`src/rtl/subleq_mem_arbiter_if.sv`:
```
// subleq_mem_arbiter_if
// Bundles the two requester ports, the single-port memory bus and the
// status outputs of subleq_mem_arbiter.
//   m0_* / m1_* : requester ports (req/op/addr/wdata in, gnt/done/rdata out)
//   mem_*       : memory side (en/op/addr/write_bytes out, mem_data in)
//   busy        : arbiter is not idle
//   state_dbg   : raw FSM state, exported for checkers
// Modports: slave = arbiter view, master = requester + memory view.
interface subleq_mem_arbiter_if #(
    parameter int DATA_W = 64,
    parameter int ADDR_W = 64
);
    logic              m0_req;
    logic              m0_op;
    logic [ADDR_W-1:0] m0_addr;
    logic [DATA_W-1:0] m0_wdata;
    logic              m0_gnt;
    logic              m0_done;
    logic [DATA_W-1:0] m0_rdata;

    logic              m1_req;
    logic              m1_op;
    logic [ADDR_W-1:0] m1_addr;
    logic [DATA_W-1:0] m1_wdata;
    logic              m1_gnt;
    logic              m1_done;
    logic [DATA_W-1:0] m1_rdata;

    logic              mem_en;
    logic              mem_op;
    logic [ADDR_W-1:0] mem_addr;
    logic [DATA_W-1:0] mem_write_bytes;
    logic [DATA_W-1:0] mem_data;

    logic              busy;
    logic [1:0]        state_dbg;

    modport slave (
        input  m0_req, m0_op, m0_addr, m0_wdata,
        input  m1_req, m1_op, m1_addr, m1_wdata,
        input  mem_data,
        output m0_gnt, m0_done, m0_rdata,
        output m1_gnt, m1_done, m1_rdata,
        output mem_en, mem_op, mem_addr, mem_write_bytes,
        output busy, state_dbg
    );

    modport master (
        output m0_req, m0_op, m0_addr, m0_wdata,
        output m1_req, m1_op, m1_addr, m1_wdata,
        output mem_data,
        input  m0_gnt, m0_done, m0_rdata,
        input  m1_gnt, m1_done, m1_rdata,
        input  mem_en, mem_op, mem_addr, mem_write_bytes,
        input  busy, state_dbg
    );
endinterface

```
`src/rtl/subleq_mem_arbiter.sv`:
```
// subleq_mem_arbiter
// Round-robin arbiter sharing one single-port word memory between the subleq
// cpu (port 0) and the loader/debug port (port 1). One transaction in flight.
// Ports:
//   clk, reset : clock and synchronous active-high reset
//   bus        : subleq_mem_arbiter_if.slave (requesters, memory, busy)
//
// Handshake: a requester raises mX_req with op/addr/wdata stable and holds
// them until the cycle mX_gnt is high; mX_gnt is a one-cycle acceptance
// pulse. mX_done is a one-cycle completion pulse; on reads mX_rdata is valid
// in that cycle and holds until the port's next read completes. Requests are
// only sampled in IDLE or FINISH; a request dropped before then is ignored.
module subleq_mem_arbiter #(
    parameter int DATA_W      = 64,
    parameter int ADDR_W      = 64,
    parameter int MEM_LATENCY = 1
) (
    input  logic                clk,
    input  logic                reset,
    subleq_mem_arbiter_if.slave bus
);
    localparam logic [1:0] ST_IDLE   = 2'd0;
    localparam logic [1:0] ST_WAIT   = 2'd1;
    localparam logic [1:0] ST_FINISH = 2'd2;
    localparam logic [3:0] LAT       = 4'(MEM_LATENCY);

    logic [1:0]        state_q, state_d;
    logic              owner_q, owner_d;
    logic              last_gnt_q, last_gnt_d;
    logic [3:0]        cnt_q, cnt_d;
    logic              rd_last_q, rd_last_d;
    logic              mem_en_q, mem_en_d;
    logic              mem_op_q, mem_op_d;
    logic [ADDR_W-1:0] mem_addr_q, mem_addr_d;
    logic [DATA_W-1:0] mem_wb_q, mem_wb_d;
    logic              gnt0_q, gnt0_d, gnt1_q, gnt1_d;
    logic              done0_q, done0_d, done1_q, done1_d;
    logic [DATA_W-1:0] rdata0_q, rdata0_d, rdata1_q, rdata1_d;
    logic              busy_q, busy_d;
    logic              win;

    always_comb begin
        state_d    = state_q;
        owner_d    = owner_q;
        last_gnt_d = last_gnt_q;
        cnt_d      = cnt_q;
        rd_last_d  = rd_last_q;
        mem_en_d   = 1'b0;
        mem_op_d   = mem_op_q;
        mem_addr_d = mem_addr_q;
        mem_wb_d   = mem_wb_q;
        gnt0_d     = 1'b0;
        gnt1_d     = 1'b0;
        done0_d    = 1'b0;
        done1_d    = 1'b0;
        rdata0_d   = rdata0_q;
        rdata1_d   = rdata1_q;

        // On a tie the port that was not granted last wins.
        if (bus.m0_req && bus.m1_req) begin
            win = ~last_gnt_q;
        end else begin
            win = bus.m1_req;
        end

        case (state_q)
            ST_IDLE, ST_FINISH: begin
                if (bus.m0_req || bus.m1_req) begin
                    owner_d    = win;
                    last_gnt_d = win;
                    mem_en_d   = 1'b1;
                    mem_op_d   = win ? bus.m1_op    : bus.m0_op;
                    mem_addr_d = win ? bus.m1_addr  : bus.m0_addr;
                    mem_wb_d   = win ? bus.m1_wdata : bus.m0_wdata;
                    gnt0_d     = ~win;
                    gnt1_d     = win;
                    cnt_d      = LAT;
                    rd_last_d  = 1'b0;
                    state_d    = ST_WAIT;
                end else begin
                    state_d = ST_IDLE;
                end
            end
            ST_WAIT: begin
                // mem_op_q still holds the op of the transaction in flight.
                if (mem_op_q) begin
                    done0_d = ~owner_q;
                    done1_d = owner_q;
                    state_d = ST_FINISH;
                end else if (rd_last_q) begin
                    // mem_data is valid in this cycle; done rises with rdata.
                    if (owner_q) begin
                        rdata1_d = bus.mem_data;
                    end else begin
                        rdata0_d = bus.mem_data;
                    end
                    done0_d = ~owner_q;
                    done1_d = owner_q;
                    state_d = ST_FINISH;
                end else if (cnt_q == 4'd1) begin
                    // Latency elapsed; data arrives in the next cycle.
                    rd_last_d = 1'b1;
                end else begin
                    cnt_d = cnt_q - 4'd1;
                end
            end
            default: state_d = ST_IDLE;
        endcase

        busy_d = (state_d != ST_IDLE);
    end

    always_ff @(posedge clk) begin
        if (reset) begin
            state_q    <= ST_IDLE;
            owner_q    <= 1'b0;
            last_gnt_q <= 1'b1;
            cnt_q      <= 4'd0;
            rd_last_q  <= 1'b0;
            mem_en_q   <= 1'b0;
            mem_op_q   <= 1'b0;
            mem_addr_q <= '0;
            mem_wb_q   <= '0;
            gnt0_q     <= 1'b0;
            gnt1_q     <= 1'b0;
            done0_q    <= 1'b0;
            done1_q    <= 1'b0;
            rdata0_q   <= '0;
            rdata1_q   <= '0;
            busy_q     <= 1'b0;
        end else begin
            state_q    <= state_d;
            owner_q    <= owner_d;
            last_gnt_q <= last_gnt_d;
            cnt_q      <= cnt_d;
            rd_last_q  <= rd_last_d;
            mem_en_q   <= mem_en_d;
            mem_op_q   <= mem_op_d;
            mem_addr_q <= mem_addr_d;
            mem_wb_q   <= mem_wb_d;
            gnt0_q     <= gnt0_d;
            gnt1_q     <= gnt1_d;
            done0_q    <= done0_d;
            done1_q    <= done1_d;
            rdata0_q   <= rdata0_d;
            rdata1_q   <= rdata1_d;
            busy_q     <= busy_d;
        end
    end

    assign bus.m0_gnt          = gnt0_q;
    assign bus.m1_gnt          = gnt1_q;
    assign bus.m0_done         = done0_q;
    assign bus.m1_done         = done1_q;
    assign bus.m0_rdata        = rdata0_q;
    assign bus.m1_rdata        = rdata1_q;
    assign bus.mem_en          = mem_en_q;
    assign bus.mem_op          = mem_op_q;
    assign bus.mem_addr        = mem_addr_q;
    assign bus.mem_write_bytes = mem_wb_q;
    assign bus.busy            = busy_q;
    assign bus.state_dbg       = state_q;
endmodule

```
`src/flat_wrapper.sv`:
```
// flat-port wrapper written by rule: the top's interface ports become plain ports
module subleq_mem_arbiter_flat 
#(
    parameter int DATA_W      = 64,
    parameter int ADDR_W      = 64,
    parameter int MEM_LATENCY = 1
)
  (clk, reset, bus_m0_req, bus_m0_op, bus_m0_addr, bus_m0_wdata, bus_m1_req, bus_m1_op, bus_m1_addr, bus_m1_wdata, bus_mem_data, bus_m0_gnt, bus_m0_done, bus_m0_rdata, bus_m1_gnt, bus_m1_done, bus_m1_rdata, bus_mem_en, bus_mem_op, bus_mem_addr, bus_mem_write_bytes, bus_busy, bus_state_dbg);
  subleq_mem_arbiter_if #(.DATA_W(DATA_W), .ADDR_W(ADDR_W)) bus_i ();
  input  logic clk;
  input  logic reset;
  input wire logic [$bits(bus_i.m0_req)-1:0] bus_m0_req;
  input wire logic [$bits(bus_i.m0_op)-1:0] bus_m0_op;
  input wire logic [$bits(bus_i.m0_addr)-1:0] bus_m0_addr;
  input wire logic [$bits(bus_i.m0_wdata)-1:0] bus_m0_wdata;
  input wire logic [$bits(bus_i.m1_req)-1:0] bus_m1_req;
  input wire logic [$bits(bus_i.m1_op)-1:0] bus_m1_op;
  input wire logic [$bits(bus_i.m1_addr)-1:0] bus_m1_addr;
  input wire logic [$bits(bus_i.m1_wdata)-1:0] bus_m1_wdata;
  input wire logic [$bits(bus_i.mem_data)-1:0] bus_mem_data;
  output wire logic [$bits(bus_i.m0_gnt)-1:0] bus_m0_gnt;
  output wire logic [$bits(bus_i.m0_done)-1:0] bus_m0_done;
  output wire logic [$bits(bus_i.m0_rdata)-1:0] bus_m0_rdata;
  output wire logic [$bits(bus_i.m1_gnt)-1:0] bus_m1_gnt;
  output wire logic [$bits(bus_i.m1_done)-1:0] bus_m1_done;
  output wire logic [$bits(bus_i.m1_rdata)-1:0] bus_m1_rdata;
  output wire logic [$bits(bus_i.mem_en)-1:0] bus_mem_en;
  output wire logic [$bits(bus_i.mem_op)-1:0] bus_mem_op;
  output wire logic [$bits(bus_i.mem_addr)-1:0] bus_mem_addr;
  output wire logic [$bits(bus_i.mem_write_bytes)-1:0] bus_mem_write_bytes;
  output wire logic [$bits(bus_i.busy)-1:0] bus_busy;
  output wire logic [$bits(bus_i.state_dbg)-1:0] bus_state_dbg;
  assign bus_i.m0_req = bus_m0_req;
  assign bus_i.m0_op = bus_m0_op;
  assign bus_i.m0_addr = bus_m0_addr;
  assign bus_i.m0_wdata = bus_m0_wdata;
  assign bus_i.m1_req = bus_m1_req;
  assign bus_i.m1_op = bus_m1_op;
  assign bus_i.m1_addr = bus_m1_addr;
  assign bus_i.m1_wdata = bus_m1_wdata;
  assign bus_i.mem_data = bus_mem_data;
  assign bus_m0_gnt = bus_i.m0_gnt;
  assign bus_m0_done = bus_i.m0_done;
  assign bus_m0_rdata = bus_i.m0_rdata;
  assign bus_m1_gnt = bus_i.m1_gnt;
  assign bus_m1_done = bus_i.m1_done;
  assign bus_m1_rdata = bus_i.m1_rdata;
  assign bus_mem_en = bus_i.mem_en;
  assign bus_mem_op = bus_i.mem_op;
  assign bus_mem_addr = bus_i.mem_addr;
  assign bus_mem_write_bytes = bus_i.mem_write_bytes;
  assign bus_busy = bus_i.busy;
  assign bus_state_dbg = bus_i.state_dbg;
  subleq_mem_arbiter #(.DATA_W(DATA_W), .ADDR_W(ADDR_W), .MEM_LATENCY(MEM_LATENCY)) u_core (.clk(clk), .reset(reset), .bus(bus_i));
endmodule
```
`config.mk`:
```
export PLATFORM = sky130hd
export DESIGN_NAME = subleq_mem_arbiter_flat
export DESIGN_NICKNAME = d
export VERILOG_FILES = /design/src/rtl/subleq_mem_arbiter_if.sv /design/src/rtl/subleq_mem_arbiter.sv /design/src/flat_wrapper.sv
export SDC_FILE = /design/constraint.sdc
export NUM_CORES = 1
export LEC_CHECK = 0
export ABC_AREA = 1
export BUFFER_PORTS_ARGS = -buffer_cell sky130_fd_sc_hd__buf_2
export CAP_MARGIN = 25
export CELL_PAD_IN_SITES_DETAIL_PLACEMENT = 1
export CELL_PAD_IN_SITES_GLOBAL_PLACEMENT = 1
export CORE_AREA = 2 2 227 229
export CTS_BUF_LIST = sky130_fd_sc_hd__clkbuf_4 sky130_fd_sc_hd__clkbuf_8 sky130_fd_sc_hd__clkbuf_16
export CTS_CLUSTER_DIAMETER = 200
export DETAILED_ROUTE_END_ITERATION = 12
export DIE_AREA = 0 0 229 231
export PLACE_DENSITY_LB_ADDON = 0.1
export SETUP_SLACK_MARGIN = 0.2
export SYNTH_ARGS = -nofsm -noshare
export SYNTH_HDL_FRONTEND = slang
export SYNTH_SLANG_ARGS = --single-unit
```
`constraint.sdc`:
```
create_clock -name clk -period 1.43 [get_ports clk]
set_input_delay 0.0715 -clock clk [delete_from_list [all_inputs] [get_ports clk]]
set_output_delay 0.0715 -clock clk [all_outputs]
set_load 0.03 [all_outputs]
```
# Word level (Yosys, flattened, before mapping)

Cells that the tools add are included.

Register bits: 272
Latch bits: 0
Memory bits (writable): 0
ROM bits: 0
Bits of input ports: 326
Output and inout port bits: 265
Word-level logic and storage cells: 68
Memories kept: 0

Add/sub/neg operators: 1
Multiply operators: 0
Div/mod/pow operators: 0
$lt $le $gt $ge: 0
Equality and inequality tests: 7
Shift operators: 0
Multiplexer cells: 23
Bitwise operators: 7
Reduce and logical (&&, ||, !) cells: 14

Operators with widths:

| operator            | count |
|---|---|
| $mux 64             | 2 |
| $mux 4              | 4 |
| $mux 1              | 12 |
| $pmux 4 s2          | 1 |
| $reduce_and 4->1    | 2 |
| $not 1->1           | 7 |
| $ne 2x2->1 const B  | 3 |
| $reduce_or 2->1     | 3 |
| $reduce_and 5->1    | 1 |
| $eq 4x1->1 const B  | 1 |
| $mux 2              | 2 |
| $pmux 2 s2          | 1 |
| $reduce_bool 2->1   | 2 |
| $sub 4x1->4 const B | 1 |
| $reduce_and 3->1    | 1 |
| $reduce_or 3->1     | 1 |
| $eq 2x1->1 const B  | 1 |
| $eq 2x2->1 const B  | 1 |
| $logic_not 2->1     | 1 |
| $ne 2x1->1 const B  | 1 |
| $pmux 1 s2          | 1 |
| $reduce_and 2->1    | 1 |
| $logic_and 1x1->1   | 1 |
| $logic_or 1x1->1    | 1 |

# Longest topological paths before layout

Depth after elaboration: 5
Gate-level depth with buffers: 8
Depth with buffers taken out: 8

# Least setup slack after synthesis

No wires, ideal clock.

Kind: reg-to-reg
From: register u_core.state_q[0] (netlist: u_core.bus.state_dbg[0])
To: register u_core.rdata0_q[10] (netlist: u_core.bus.m0_rdata[10])
Setup time: 0.116 ns
Data arrival time: 1.353 ns
Required time: 1.314 ns
Slack: -0.039 ns
Cell stages (with the launch flop): 8
Path buffers: 2
Clock period less this slack: 1.469 ns
Cell sequence: dfxtp_1 -> inv_2 -> nor2_4 -> nand4_2 -> buf_6 -> clkbuf_2 -> o21ai_0 -> nor2_1

Word-level cells in the longest chain between the ends: 2

Ends and longest elaborated chain:

| what                              | RTL line                  | RTL |
|---|---|---|
| start: declaration                | subleq_mem_arbiter.sv:27  | `logic [1:0] state_q, state_d;` |
| start signal: assignment          | subleq_mem_arbiter.sv:132 | `state_q <= state_d;` |
| $eq 2x1->1                        | subleq_mem_arbiter.sv:66  | `case (state_q)` |
| $reduce_and 4->1 (no source line) | -                         |  |
| end signal: assignment            | subleq_mem_arbiter.sv:145 | `rdata0_q <= rdata0_d;` |
| end: declaration                  | subleq_mem_arbiter.sv:38  | `logic [DATA_W-1:0] rdata0_q, rdata0_d, rdata1_q, rdata1_d;` |

No other way between the ends.
A chain may end at the register's enable or synchronous reset.

# Final worst setup path

From: register u_core.state_q[0] (netlist: u_core.bus.state_dbg[0])
To: register u_core.rdata1_q[10] (netlist: u_core.bus.m1_rdata[10])

Word-level cells in the longest chain between the ends: 2

Ends and longest elaborated chain:

| what                              | RTL line                  | RTL |
|---|---|---|
| $eq 2x1->1                        | subleq_mem_arbiter.sv:66  |  |
| $reduce_and 4->1 (no source line) | -                         |  |
| end signal: assignment            | subleq_mem_arbiter.sv:146 | `rdata1_q <= rdata1_d;` |
| end: declaration                  | subleq_mem_arbiter.sv:38  |  |

No other way between the ends.

==> results.toml <==
[drt]
drc = 0
wl_per_cell_um = 19.3
routed_wl_mm = 57.7
vias = 13300
firstDrtPassIters = 7
dr.first_iter.drc_count = 410
routed_via_density = 4.45
final_antenna_net_count = 0

[power_and_ir_drop]
intPower_mw = 16.3
finalPower_mw = 24.0
p_leak_nw = 9.35
vdd_drop_max_v = 0.000730
p_comb_share_pct = 26.3
p_switching_mw = 7.70
p_sw_share_pct = 32.1
clkPwrFrac_pct = 37.9
p_seq_share_pct = 35.8
p_per_area_nw_per_um2 = 1200

[timing]
min_period_ps = 1420
maxSlewHeadroom_pct = 67.1
clock.fmax_ghz = 0.702
tns_ps = 0
tightest_slew_ps = 488
fin_crit_sh_pct = 99.6
rsz0062_at_grt = "true"
finalClockSkew_ps = 13.8
fin_hold_ws_ps = 118
hold_viol = 0
setup_viol = 0
final-max-slew-violation-count = 0

[setup_path]
critPathArrivalTime_ps = 1870
slowest_delay_ps = 350
cp_max_fo = 13
crit_type = "flop to flop"
cp.required_ps = 1870
cp_cell_sequence = "inv_4 > nor2_4 > nand2_2 > nor2_4 > buf_12 > inv_12 > clkbuf_16 > nor2_1 > nor2_1"
path_delay_family = "simple AND/OR/NAND/NOR gates"
start_kind = "flop"
crit_path_end_kind = "flop"
slowest_stage = "dfxtp_4"
crit_buf_inv = 4

[global_routing]
grt_pass1_wl_mm = 82.2
grtUsageTotal_pct = 19.8
overflow = 0
grt_pass1_vias = 14100
grt_max_degree = 79
antenna_found_initial = 8

[synthesis]
syn-num-nets = 1682
synth.ff_latch_count = 272
netlist_area_um2 = 10500
syn_avg_cell_area_um2 = 7.74
yosysTopAreaCell = "dfxtp_1"
yosys_warnings = 0
yosysTopAreaCellShare_pct = 52.0
syn_inst = 1354
netlist_top_cells_area = "dfxtp_1, nand2_1, nor2_1, o21ai_0, a31oi_1"
ys_seq_area_share_pct = 52.0
yosys.cell_types.count = 27

[cells_and_area]
regArea_um2 = 5450
drive_gt1_share_pct = 36.5
layout_commonest_cell = "buf_2"
fillers = 6145
synthToLayoutAreaGrowth_pct = 90.8
multi_input_area_um2 = 4720
mostFrequentLayoutCells = "buf_2, dlygate4sd3_1, nand2_1"
nets = 2604
final_util_pct = 39.5

[placement]
dp.final_hpwl_mm = 36.2
portBuffers = 590
gp_congestion = 0.816

[clocking]
cts_tree = "yes"
cts.sinks = 272
cts-root-buf = "clkbuf_16"
numCtsBuffers = 36
path_clk_slew_ps = 60
clockBufferDepth = 3
clk_latency_ps = 550
htreeDepth = 2

[floorplan]
num_rows = 83
core-area_um2 = 50700
die-area_um2 = 52900
die_h_um = 231
ios = 591
die_w_um = 229
start_util_pct = 20.7

[job]
drv_cap = 0

[hold_path]
min_path_type = "input port to flop"

[outcome]
status = "completed"
stage by stage:
stage               instances  setup WS, ps  instance area (um2)
detailed placement       2549         -5.16                14200
finish                   2987          6.00                20000
global placement         2549          56.3                14200
CTS                      2948          39.6                19000
floorplan                1354           164                10500
global route             2987         -67.7                20000
worst reg2reg max path, delay by kind of cell (launching register included):
family | cells | cell delay [ps]
buffers and inverters | 4 | 460
and+or+nand+nor | 5 | 520
DFF | 1 | 350
worst paths after layout:
path / start / to / slack [ps] / cells past startpoint
hold / removal: bus_m0_req / u_core.owner_q / 120 / 5
setup / recovery: u_core.bus.state_dbg[0] / u_core.bus.m1_rdata[10] / 6 / 9
hold reg to reg: u_core.owner_q / u_core.bus.m0_done / 470 / 1
setup reg to reg: u_core.bus.state_dbg[0] / u_core.bus.m1_rdata[10] / 6 / 9
cell usage after synthesis:
master	n
a21oi_1	7
a31oi_1	129
buf_12	1
buf_2	46
buf_4	4
buf_6	9
buf_8	6
clkbuf_1	33
clkbuf_2	12
clkinv_2	1
dfxtp_1	272
ha_1	2
inv_1	10
inv_2	4
inv_4	1
nand2_1	278
nand2_2	2
nand3_1	4
nand4_1	1
nand4_2	1
nor2_1	265
nor2_4	2
nor3_1	2
o21ai_0	175
o21ai_1	85
o21ai_4	1
o21bai_1	1
routing by layer:
metal  vias to the layer above  wire length [um]  GRT usage [%]
met1                      6270             23600           22.5
met5                         -                13              0
met3                       125              3800           5.61
li1                       6410                 -              -
met2                       472             27800           33.9
met4                         2              2570           10.0
cell families after synthesis:
group | share of synthesized area [%]
AO/OA/AOI/OAI | 20.7
AND/OR/NAND/NOR | 20.3
flip-flops | 52.0
buffers and inverters | 6.87
adder cells (fa/ha/maj) | 0.239
what timing repair did:
| action | 4_1_cts | 5_1_grt |
|---|---|---|
| resized for setup | 31 | 184 |
| gates cloned | 8 | 19 |
| hold buffers | 323 | 0 |
| endpoints found under the setup margin | 275 | 291 |
| setup buffers | 6 | 13 |
| endpoints found under the hold margin | 267 | 0 |
| pin swaps | 4 | 5 |
cell type report:
type                            count  area share (%)
Timing Repair inverter              1          0.0563
Tap cell                          680            4.26
Inverter                           16           0.513
Timing Repair Buffer              994            38.3
Antenna cell                        7          0.0876
Multi-Input combinational cell    955            23.6
Clock buffer                       51            5.44
Clock inverter                     11           0.476
Sequential cell                   272            27.3
state kept, by name, indices dropped and copies added, names as in the netlist, 2 cells and up:
name,flops
u_core.bus.state_dbg,2
u_core.cnt_q,4
u_core.bus.m1_rdata,64
u_core.bus.mem_write_bytes,64
u_core.bus.mem_addr,64
u_core.bus.m0_rdata,64
power groups by stage:
stage / logic [mW] / registers (mW) / clock network [mW]
2_1_floorplan: 1.56 / 9.89 / 0
3_3_place_gp: 4.64 / 8.70 / 0
3_5_place_dp: 4.67 / 8.71 / 0
4_1_cts: 5.78 / 8.57 / 9.41
5_1_grt: 6.74 / 8.67 / 9.76
6_report: 6.31 / 8.59 / 9.11
No activity file was read; power rests on OpenSTA's default activity.
